File: src/rtl/float16_accum_ctrl.sv
// float16 vector accumulator: folds a stream of float16 terms into one sum
// through a single combinational float16_adder, result on a valid/ready port.
module float16_adder (
  input  logic [15:0] a_i,
  input  logic [15:0] b_i,
  output logic [15:0] y_o
);
  logic [4:0]  ea, eb, e_big, e_sml, diff;
  logic [10:0] ma, mb, m_big, m_sml, m_aln, m_nrm;
  logic        a_big, s_big;
  logic [11:0] sum;
  logic [3:0]  lz;

  // Exponent 0 (zero or subnormal) carries no hidden bit and reads as +0.
  assign ea    = a_i[14:10];
  assign eb    = b_i[14:10];
  assign ma    = (ea == 5'd0) ? 11'd0 : {1'b1, a_i[9:0]};
  assign mb    = (eb == 5'd0) ? 11'd0 : {1'b1, b_i[9:0]};
  assign a_big = (ea > eb) || ((ea == eb) && (ma >= mb));
  assign e_big = a_big ? ea : eb;
  assign e_sml = a_big ? eb : ea;
  assign m_big = a_big ? ma : mb;
  assign m_sml = a_big ? mb : ma;
  assign s_big = a_big ? a_i[15] : b_i[15];
  assign diff  = e_big - e_sml;
  assign m_aln = m_sml >> diff;
  assign sum   = (a_i[15] == b_i[15]) ?
                 {1'b0, m_big} + {1'b0, m_aln} :
                 {1'b0, m_big} - {1'b0, m_aln};

  always_comb begin
    lz = 4'd0;
    for (int i = 0; i <= 10; i++)
      if (sum[i]) lz = 4'(10 - i);
  end

  assign m_nrm = sum[10:0] << lz;

  always_comb begin
    y_o = 16'h0000;
    if (sum[11])
      y_o = {s_big, e_big + 5'd1, sum[10:1]};
    else if (sum != 12'd0 && {1'b0, e_big} > {2'b00, lz})
      y_o = {s_big, e_big - {1'b0, lz}, m_nrm[9:0]};
  end
endmodule

module float16_accum_ctrl #(
  parameter int LEN_W = 8
) (
  input  logic             clk,
  input  logic             rst,
  input  logic             start,
  input  logic [LEN_W-1:0] len,
  input  logic             abort,
  output logic             busy,
  input  logic             in_valid,
  input  logic [15:0]      in_data,
  output logic             in_ready,
  output logic             out_valid,
  output logic [15:0]      out_data,
  input  logic             out_ready,
  output logic [LEN_W-1:0] count
);
  typedef enum logic [1:0] {
    S_IDLE,
    S_ACCUM,
    S_DONE
  } state_e;

  state_e           state_q, state_d;
  logic [15:0]      acc_q, acc_d, sum;
  logic [LEN_W-1:0] count_q, count_d, len_q, len_d, count_inc;

  float16_adder u_add (
    .a_i (acc_q),
    .b_i (in_data),
    .y_o (sum)
  );

  assign count_inc = count_q + LEN_W'(1);

  always_ff @(posedge clk) begin
    if (rst) begin
      state_q <= S_IDLE;
      acc_q   <= 16'h0000;
      count_q <= '0;
      len_q   <= '0;
    end else begin
      state_q <= state_d;
      acc_q   <= acc_d;
      count_q <= count_d;
      len_q   <= len_d;
    end
  end

  always_comb begin
    state_d = state_q;
    acc_d   = acc_q;
    count_d = count_q;
    len_d   = len_q;
    unique case (state_q)
      S_IDLE: begin
        if (start) begin
          acc_d   = 16'h0000;
          count_d = '0;
          len_d   = len;
          state_d = (len == '0) ? S_DONE : S_ACCUM;
        end
      end
      S_ACCUM: begin
        // abort wins over a beat landing in the same cycle
        if (abort) begin
          acc_d   = 16'h0000;
          state_d = S_IDLE;
        end else if (in_valid) begin
          acc_d   = sum;
          count_d = count_inc;
          if (count_inc == len_q) state_d = S_DONE;
        end
      end
      S_DONE: begin
        if (out_ready) state_d = S_IDLE;
      end
      default: state_d = S_IDLE;
    endcase
  end

  assign busy      = (state_q != S_IDLE);
  assign in_ready  = (state_q == S_ACCUM);
  assign out_valid = (state_q == S_DONE);
  assign out_data  = acc_q;
  assign count     = count_q;
endmodule

File: config.mk
export PLATFORM = sky130hd
export DESIGN_NAME = float16_accum_ctrl
export DESIGN_NICKNAME = d
export VERILOG_FILES = /design/src/rtl/float16_accum_ctrl.sv
export SDC_FILE = /design/constraint.sdc
export NUM_CORES = 1
export LEC_CHECK = 0
export CAP_MARGIN = 30
export CORE_AREA = 5 5 131 96
export DETAILED_ROUTE_END_ITERATION = 12
export DIE_AREA = 0 0 136 101
export MAX_ROUTING_LAYER = met4
export PLACE_DENSITY = 0.76
export SLEW_MARGIN = 20
export SYNTH_ARGS = -nofsm -noshare
export SYNTH_HDL_FRONTEND = slang
export SYNTH_SLANG_ARGS = --single-unit
File: constraint.sdc
create_clock -name clk -period 10.1 [get_ports clk]
set_input_delay 2.02 -clock clk [delete_from_list [all_inputs] [get_ports clk]]
set_output_delay 2.02 -clock clk [all_outputs]
set_load 0.02 [all_outputs]
==> results.cfg, run 1 <==
[run_status]
status = finished clean

[global_routing]
overflow = 0
grt_first_pass_wirelength_mm = 28.0
grt_util_all_layers = 0.259
grt_max_degree = 52
first_global_vias = 5335
antenna_found_initial = 0

[cells_and_area]
final_common_cell = buf_4
num_antenna_cells = 0
drive_above_1_share = 0.206
syn_to_final_growth_pct = 34.9
nets = 870
layout_common_cells = 88 x buf_4, 80 x nand2_1, 76 x nor2_1

[power_and_ir_drop]
p_leak_nw = 2.87
ir_drop_mv = 0.107
power_density_nw_per_um2 = 157
power.total_w = 0.00103

[place]
place_hpwl_mm = 14.2
portBuffers = 56
routabilityCongestion = 0.962

[floorplan]
placementRows = 33
design.die.area_sq_um = 13700
die_w_microns = 136
pin_count = 57
initial_core_util = 0.433
coreArea_sq_um = 11300
die_h_microns = 101

[critical_path]
crit_top_cell = buf_4
crit_path_start = in_data[11]
crit_type = input port to register
crit_arrival_ns = 10.09
cp_max_fo = 6
rr_startpoint = out_data[11]
crit_end = out_data[9]
start_kind = input port
critical_path.max_stage_delay_ns = 0.49
r2r_cells = 40
worstPathRequired_ns = 10.32
cp_slowest_cell = clkdlybuf4s50_1
cp-end-kind = register
reg2reg_setup_slack_ns = 1.03
r2r_end = out_data[9]

[clock_tree]
clk_latency_ns = 0.28
cts_hold_buf = 0
cts_made_buffers = 5
clock_path_buffers = 2
cts_root_buffer = clkbuf_16
numClockSinks = 34
cts_tree = yes
cts.htree.levels = 2
path_clk_slew_ns = 0.05

[drt]
drt-pass1-iter-count = 5
routedWlPerCell_microns = 18.6
drc = 0
drt-total-wl_mm = 17.9
final_antenna_net_count = 0
dr.first_iter.drc_count = 715
vias = 5717
viasPerCell = 5.95

[yosys]
syn_nets = 747
netlist_area_sq_um = 4880
avgSynthCellArea_sq_um = 7.18
synthArstFlopShare = 0
ys.flop_type = dfxtp_1
synth_cell_types = 76
ys_ff_latch = 34
yosysSeqAreaShare = 0.139
synth_edf_count = 0
netlist_instances = 680
yosysWarnings = 0

[timing]
max_freq_mhz = 101
drv_slew = 0
tightest_slew_ns = 0.846
hold_viol = 0
finClkSkew_ns = 0.00528
setup_viol = 0
fin_crit_ns = 9.87
hold_ws_ns = 0.469
finalCritPeriodShare = 0.977
slew-limit-headroom = 0.434

[worst_hold_path]
min_path_type = register to register

[run]
cap_violations = 0
-- registers in the layout (all words and copies together) (netlist names) --
name      cells
len_q         8
count         8
out_data     16
state_q       2
-- routing by layer --
metal  up-vias  track usage  routed length [microns]
met1      2718        0.381                     8390
met4         0       0.0380                      280
met5         -            -                        0
li1       2723            -                        -
met3        25       0.0509                     1630
met2       251        0.372                     7570
-- worst max-delay path: cells and delay by family --
family,cells,cell delay (ns)
compound gates,14,2.55
xor+xnor,2,0.34
fa+ha+maj,4,1.09
buf+inv,7,1.32
mux,2,0.45
simple gates,11,2.33
-- timing repair --
action | in CTS | in global routing
pin swaps | 0 | 23
setup buffers | 0 | 4
resized for setup | 7 | 45
cloned | 0 | 1
endpoints found under the setup margin | 16 | 16
-- Yosys cell counts, drive strengths merged, types with 3 or more instances --
cell type,n,share of area
a2bb2oi,3,0.0067
a22o,9,0.016
nand3,20,0.022
a21o,9,0.014
or4,4,0.0061
nand4,4,0.0051
nand2,86,0.066
a211o,4,0.0072
a22oi,3,0.0046
dfxtp,34,0.14
nor2,78,0.060
a221o,5,0.010
a41oi,3,0.0069
and3,5,0.0064
or3,4,0.0051
mux4,4,0.018
and2,5,0.0064
o21a,6,0.0092
nor3b,4,0.0061
a211oi,15,0.028
o221ai,6,0.011
mux2i,33,0.068
nand3b,3,0.0046
ha,35,0.090
nor3,17,0.017
a31oi,6,0.0077
a32oi,3,0.0054
nor2b,6,0.0077
nor4,10,0.013
or2,4,0.0051
xor2,16,0.029
xnor2,25,0.046
buf,10,0.015
mux2,9,0.022
inv,39,0.030
clkbuf,21,0.016
nand2b,9,0.012
o21ai,43,0.044
a21oi,50,0.051
-- per-stage QoR --
step	TNS [ns]	setup slack, ns	instances	util	cell area [sq um]
final	0	0.229	961	0.585	6590
after global routing	-0.741	-0.0932	961	0.585	6590
after CTS	0	0.00635	956	0.562	6340
after detailed placement	-5.67	-0.447	948	0.545	6140
after global placement	-2.28	-0.254	947	0.544	6140
after floorplan	0	0.0483	680	-	4890
-- report_power, final --
group / switching [W] / total [W] / internal, W
logic: 0.000409 / 0.000724 / 0.000315
clock network: 0.0000561 / 0.000154 / 0.0000975
registers: 0.0000114 / 0.000154 / 0.000143
total: 0.000476 / 0.00103 / 0.000555
-- how the worst min path moves through the flow --
stage	from	end	slack, ns	depth (start not counted)
after CTS	len_q[4]	len_q[4]	0.47	2
after floorplan	len_q[0]	len_q[0]	0.45	2
final	len_q[4]	len_q[4]	0.47	2
after global placement	len_q[7]	len_q[7]	0.46	2
after global routing	len_q[6]	len_q[6]	0.49	2
after detailed placement	len_q[4]	len_q[4]	0.46	2
-- area by class of cell --
class | count | area [sq um]
Clock buffer | 6 | 139
Clock inverter | 2 | 12.5
Fill cell | 1002 | 4680
Inverter | 40 | 150
Multi-Input combinational cell | 575 | 4150
Sequential cell | 34 | 681
Tap cell | 157 | 196
Timing Repair Buffer | 147 | 1260
-- cells by family (layout without fill, tap and decap cells) --
family                     Yosys count  after routing  share of synthesized area
AOI/OAI and AO/OA                  190            190                      0.272
xor gates and xnor gates            41             41                     0.0751
adders and majority gates           37             37                     0.0979
buffers and inverters               71            195                     0.0620
DFF                                 34             34                      0.139
muxes                               46             46                      0.108
and+or+nand+nor                    261            261                      0.246
Power figures use the tool's default switching activity.
==> run 2: changes to the inputs <==
--- a/config.mk
+++ b/config.mk
@@ -5,12 +5,13 @@
 export SDC_FILE = /design/constraint.sdc
 export NUM_CORES = 1
 export LEC_CHECK = 0
-export CAP_MARGIN = 30
+export CAP_MARGIN = 10
 export CORE_AREA = 5 5 131 96
 export DETAILED_ROUTE_END_ITERATION = 12
 export DIE_AREA = 0 0 136 101
 export MAX_ROUTING_LAYER = met4
 export PLACE_DENSITY = 0.76
+export RECOVER_POWER = 25
 export SLEW_MARGIN = 20
 export SYNTH_ARGS = -nofsm -noshare
 export SYNTH_HDL_FRONTEND = slang
==> run 2 against run 1 <==
  * Sequential share of layout area down 0.16 points
  * Hold slack better by 0.0030 ns
  * Register-to-register slack better by 0.03 ns
  * Core utilization up 0.93 points
  * Non-clock buffer count up 3
  * Via count up 1.9%
  * Clock-buffer cell count down 1
  * Power up 6.2%
  * Critical endpoint unchanged
  * Largest cell class unchanged
  * Highest routed layer unchanged
==> results.cfg, run 2 (synthesis gave the netlist of run 1 again) <==
[run_status]
status = finished clean

[timing]
max_freq_mhz = 101
finalCritPeriodShare = 0.980
drv_slew = 0
slew-limit-headroom = 0.415
finalWorstSetupSlack_ns = 0.202
setup_viol = 0
hold_viol = 0
fin_crit_ns = 9.90
tightest_slew_ns = 0.875
finClkSkew_ns = 0.00601

[floorplan]
die_h_microns = 101
die_w_microns = 136
design.die.area_sq_um = 13700
placementRows = 33
coreArea_sq_um = 11300
pin_count = 57
initial_core_util = 0.433

[drt]
drc = 0
viasPerCell = 6.04
final_antenna_net_count = 0
routedWlPerCell_microns = 18.8
dr.first_iter.drc_count = 764
drt-pass1-iter-count = 7
drt-total-wl_mm = 18.2
vias = 5827

[cells_and_area]
final_common_cell = buf_4
largest_reg_flops = 16
layout_common_cells = 91 x buf_4, 81 x nand2_1, 74 x nor2_1
post-route-util = 0.594
fillCellCount = 1005
fin_cells = 964
syn_to_final_growth_pct = 37.1
drive_above_1_share = 0.221
nets = 873
num_antenna_cells = 0

[clock_tree]
cts.htree.levels = 2
cts_tree = yes
clock_path_buffers = 2
numClockSinks = 34
cts_made_buffers = 5
clk_latency_ns = 0.28
cts_hold_buf = 0
path_clk_slew_ns = 0.06
cts_root_buffer = clkbuf_16

[power_and_ir_drop]
power.total_w = 0.00110
power_density_nw_per_um2 = 164
ir_drop_mv = 0.103
p_leak_nw = 2.93

[worst_hold_path]
min-delay-start = len_q[7]
hold_end = len_q[7]
min_path_type = register to register
hold_depth = 2

[global_routing]
grt_max_degree = 52
grt_util_all_layers = 0.260
antenna_found_initial = 0
grt_first_pass_wirelength_mm = 28.0
first_global_vias = 5302
overflow = 0

[critical_path]
start_kind = input port
r2r_cells = 40
crit_type = input port to register
rr_startpoint = out_data[11]
cp-end-kind = register
worstPathRequired_ns = 10.32
critical_path.max_stage_delay_ns = 0.51
cp_slowest_cell = mux4_2
crit_top_cell = buf_4
crit_path_start = in_data[12]
r2r_end = out_data[9]
crit_arrival_ns = 10.12
reg2reg_setup_slack_ns = 1.06
cp_max_fo = 5

[place]
place_inst = 947
portBuffers = 56
dp_slack_ns = -0.497
place_hpwl_mm = 14.2
routabilityCongestion = 0.962

[run]
cap_violations = 0
-- run 2: power breakdown --
group	switching (W)	internal, W	leakage, nW
Clock	0.0000586	0.000142	0.0940
Combinational	0.000420	0.000322	2.56
Sequential	0.0000111	0.000143	0.276
Total	0.000489	0.000606	2.93
-- run 2: worst max path at each step --
stage / endpoint / slack (ns) / depth (start not counted)
after floorplan: out_data[4] / 0.05 / 40
after global placement: out_data[9] / -0.25 / 38
after detailed placement: out_data[9] / -0.50 / 38
after CTS: out_data[14] / 0.006 / 42
after global routing: out_data[9] / -0.11 / 39
final: out_data[9] / 0.20 / 39
-- run 2: worst max-delay path: cells and delay by family --
family / cells / cell delay (ns)
AND/OR/NAND/NOR: 12 / 2.10
XOR/XNOR: 2 / 0.38
buffers and inverters: 6 / 1.32
multiplexers: 3 / 0.95
AO/OA/AOI/OAI: 12 / 2.18
adder cells (fa/ha/maj): 4 / 1.15
-- run 2: cell type report --
cell class                      instances  area, sq um  share of cell area
Inverter                               40          150              0.0224
Clock inverter                          3         68.8              0.0103
Clock buffer                            5          125              0.0187
Timing Repair Buffer                  150         1280               0.191
Tap cell                              157          196              0.0293
Sequential cell                        34          681               0.102
Multi-Input combinational cell        575         4190               0.627
-- run 2: metrics by stage --
step           hold slack [ns]  instance area, sq um  setup TNS [ns]
2_1_floorplan            0.448                  4890               0
3_3_place_gp             0.459                  6140           -2.28
3_5_place_dp             0.464                  6140           -5.90
4_1_cts                  0.474                  6380               0
5_1_grt                  0.491                  6690          -0.838
6_report                 0.472                  6690               0
-- run 2: metal layers --
metal	routed length [microns]	vias to the layer above	track usage	share of wire
li1	-	2731	-	-
met1	8350	2775	0.385	0.46
met2	7880	290	0.369	0.43
met3	1650	31	0.0479	0.091
met4	293	0	0.0457	0.016
met5	0	-	-	0
-- run 2: what timing repair did --
action	4_1_cts	5_1_grt
cloned	0	1
pin swaps	1	29
setup buffers	1	7
resized for setup	9	51
setup endpoints to repair	16	16
==> run 3: changes to the inputs <==
--- a/config.mk
+++ b/config.mk
@@ -9,6 +9,7 @@
 export CORE_AREA = 5 5 131 96
 export DETAILED_ROUTE_END_ITERATION = 12
 export DIE_AREA = 0 0 136 101
+export HOLD_SLACK_MARGIN = 0.06
 export MAX_ROUTING_LAYER = met4
 export PLACE_DENSITY = 0.76
 export RECOVER_POWER = 25
==> constraint.sdc (replaced) <==
create_clock -name clk -period 10.1 [get_ports clk]
set_input_delay 2.02 -clock clk [delete_from_list [all_inputs] [get_ports clk]]
set_output_delay 2.02 -clock clk [all_outputs]
set_load 0.1 [all_outputs]
==> run 3 against run 2 <==
  * Register-to-register slack hardly changed
  * Hold slack improved by 0.0030 ns
  * Core utilization is the same
  * Clock power about the same
  * Sequential cell count did not move
  * Fmax is essentially flat
  * Via count decreased by 0.22%
  * Global-route usage unchanged
  * Power is 3.5% higher
  * Wire length decreased by 0.17%
  * Final cell count unchanged
  * Setup slack improved by 0.0011 ns
  * Critical endpoint unchanged
==> results.cfg, run 3 (synthesis gave the netlist of run 1 again) <==
[drt]
drt-total-wl_mm = 18.1
drc = 0
routedWlPerCell_microns = 18.8
final_antenna_net_count = 0
dr.first_iter.drc_count = 762
drt-pass1-iter-count = 5
viasPerCell = 6.03
vias = 5814

[global_routing]
grt_util_all_layers = 0.260
antenna_found_initial = 0
first_global_vias = 5302
grt_max_degree = 52
grt_first_pass_wirelength_mm = 28.0
overflow = 0

[run]
cap_violations = 0

[critical_path]
reg2reg_setup_slack_ns = 1.06
critical_path.max_stage_delay_ns = 0.51
cp_slowest_cell = mux4_2
r2r_end = out_data[9]
crit_top_cell = buf_4
start_kind = input port
cp-end-kind = register
worstPathRequired_ns = 10.32
r2r_cells = 40
cp_max_fo = 5
rr_startpoint = out_data[11]
crit_type = input port to register
crit_arrival_ns = 10.12

[floorplan]
placementRows = 33
design.die.area_sq_um = 13700
pin_count = 57
die_w_microns = 136
coreArea_sq_um = 11300
die_h_microns = 101
initial_core_util = 0.433

[clock_tree]
cts_root_buffer = clkbuf_16
clock_path_buffers = 2
numClockSinks = 34
clk_latency_ns = 0.28
cts_tree = yes
path_clk_slew_ns = 0.05
cts.htree.levels = 2
cts_made_buffers = 5

[power_and_ir_drop]
ir_drop_mv = 0.102
p_leak_nw = 2.92
power_density_nw_per_um2 = 169

[cells_and_area]
drive_above_1_share = 0.221
num_antenna_cells = 0
post-route-util = 0.594
largest_reg_flops = 16
postLayoutCellArea_sq_um = 6690
syn_to_final_growth_pct = 37.1
final_common_cell = buf_4
nets = 873
layout_common_cells = 91 x buf_4, 81 x nand2_1, 74 x nor2_1
fillCellCount = 1005

[place]
place_hpwl_mm = 14.2
portBuffers = 56
dp_slack_ns = -0.497
routabilityCongestion = 0.962
dpl-instance-area_sq_um = 6140

[timing]
slew-limit-headroom = 0.325
drv_slew = 0
fin_crit_ns = 9.90
max_freq_mhz = 101
finClkSkew_ns = 0.00545
setup_viol = 0
hold_ws_ns = 0.475
finalCritPeriodShare = 0.980
tns_ns = 0
tightest_slew_ns = 1.01
hold_viol = 0
finalWorstSetupSlack_ns = 0.203

[worst_hold_path]
min_path_type = register to register
hold_end = len_q[4]
hold_depth = 2
min-delay-start = len_q[4]

[run_status]
status = finished clean
==> run 3: stage by stage <==
step,std cells,power (W)
5_1_grt,964,0.00120
6_report,964,0.00113
3_5_place_dp,947,0.000857
4_1_cts,956,0.00107
3_3_place_gp,947,0.000845
2_1_floorplan,680,0.000618
==> run 3: layout make-up <==
| class | count | area, sq um | share of cell area |
|---|---|---|---|
| multi-input combinational | 575 | 4190 | 0.627 |
| clock buffer | 5 | 125 | 0.0187 |
| tap | 157 | 196 | 0.0293 |
| inverter | 40 | 150 | 0.0224 |
| sequential | 34 | 681 | 0.102 |
| timing repair buffer | 150 | 1280 | 0.191 |
| clock inverter | 3 | 68.8 | 0.0103 |
==> run 3: what timing repair did <==
item                                    CTS  global route
hold buffers                              0             0
cloned                                    0             1
setup buffers                             1             7
pin swaps                                 1            29
resized for setup                         9            51
endpoints found under the setup margin   16            16
==> run 3: worst max-delay path: cells and delay by family <==
family                   cells  cell delay, ns
XOR/XNOR                     2            0.38
AND/OR/NAND/NOR             12            2.07
adder cells (fa/ha/maj)      4            1.15
AO/OA/AOI/OAI               12            2.18
multiplexers                 3            0.95
buffers and inverters        6            1.32
==> run 3: worst max-delay path by stage <==
stage                      from            to  slack (ns)
floorplan           in_data[12]   out_data[4]        0.04
global placement    in_data[12]   out_data[9]       -0.25
detailed placement  in_data[12]   out_data[9]       -0.50
CTS                 in_data[12]  out_data[14]       0.006
global route        in_data[12]   out_data[9]       -0.11
finish              in_data[12]   out_data[9]        0.20
==> run 3: where the power goes <==
group / total (W) / switching (W) / leakage, nW / internal, W
logic: 0.000779 / 0.000458 / 2.55 / 0.000322
clock network: 0.000200 / 0.0000584 / 0.0940 / 0.000142
registers: 0.000154 / 0.0000112 / 0.276 / 0.000143
total: 0.00113 / 0.000527 / 2.92 / 0.000606
==> run 3: metal layers <==
| layer | part of all wire | wire length [microns] | up-vias | global-route usage |
|---|---|---|---|---|
| met4 | 0.018 | 319 | 0 | 0.0457 |
| met2 | 0.43 | 7830 | 298 | 0.369 |
| met5 | 0 | 0 | - | - |
| met1 | 0.46 | 8390 | 2754 | 0.385 |
| li1 | - | - | 2726 | - |
| met3 | 0.088 | 1600 | 36 | 0.0479 |
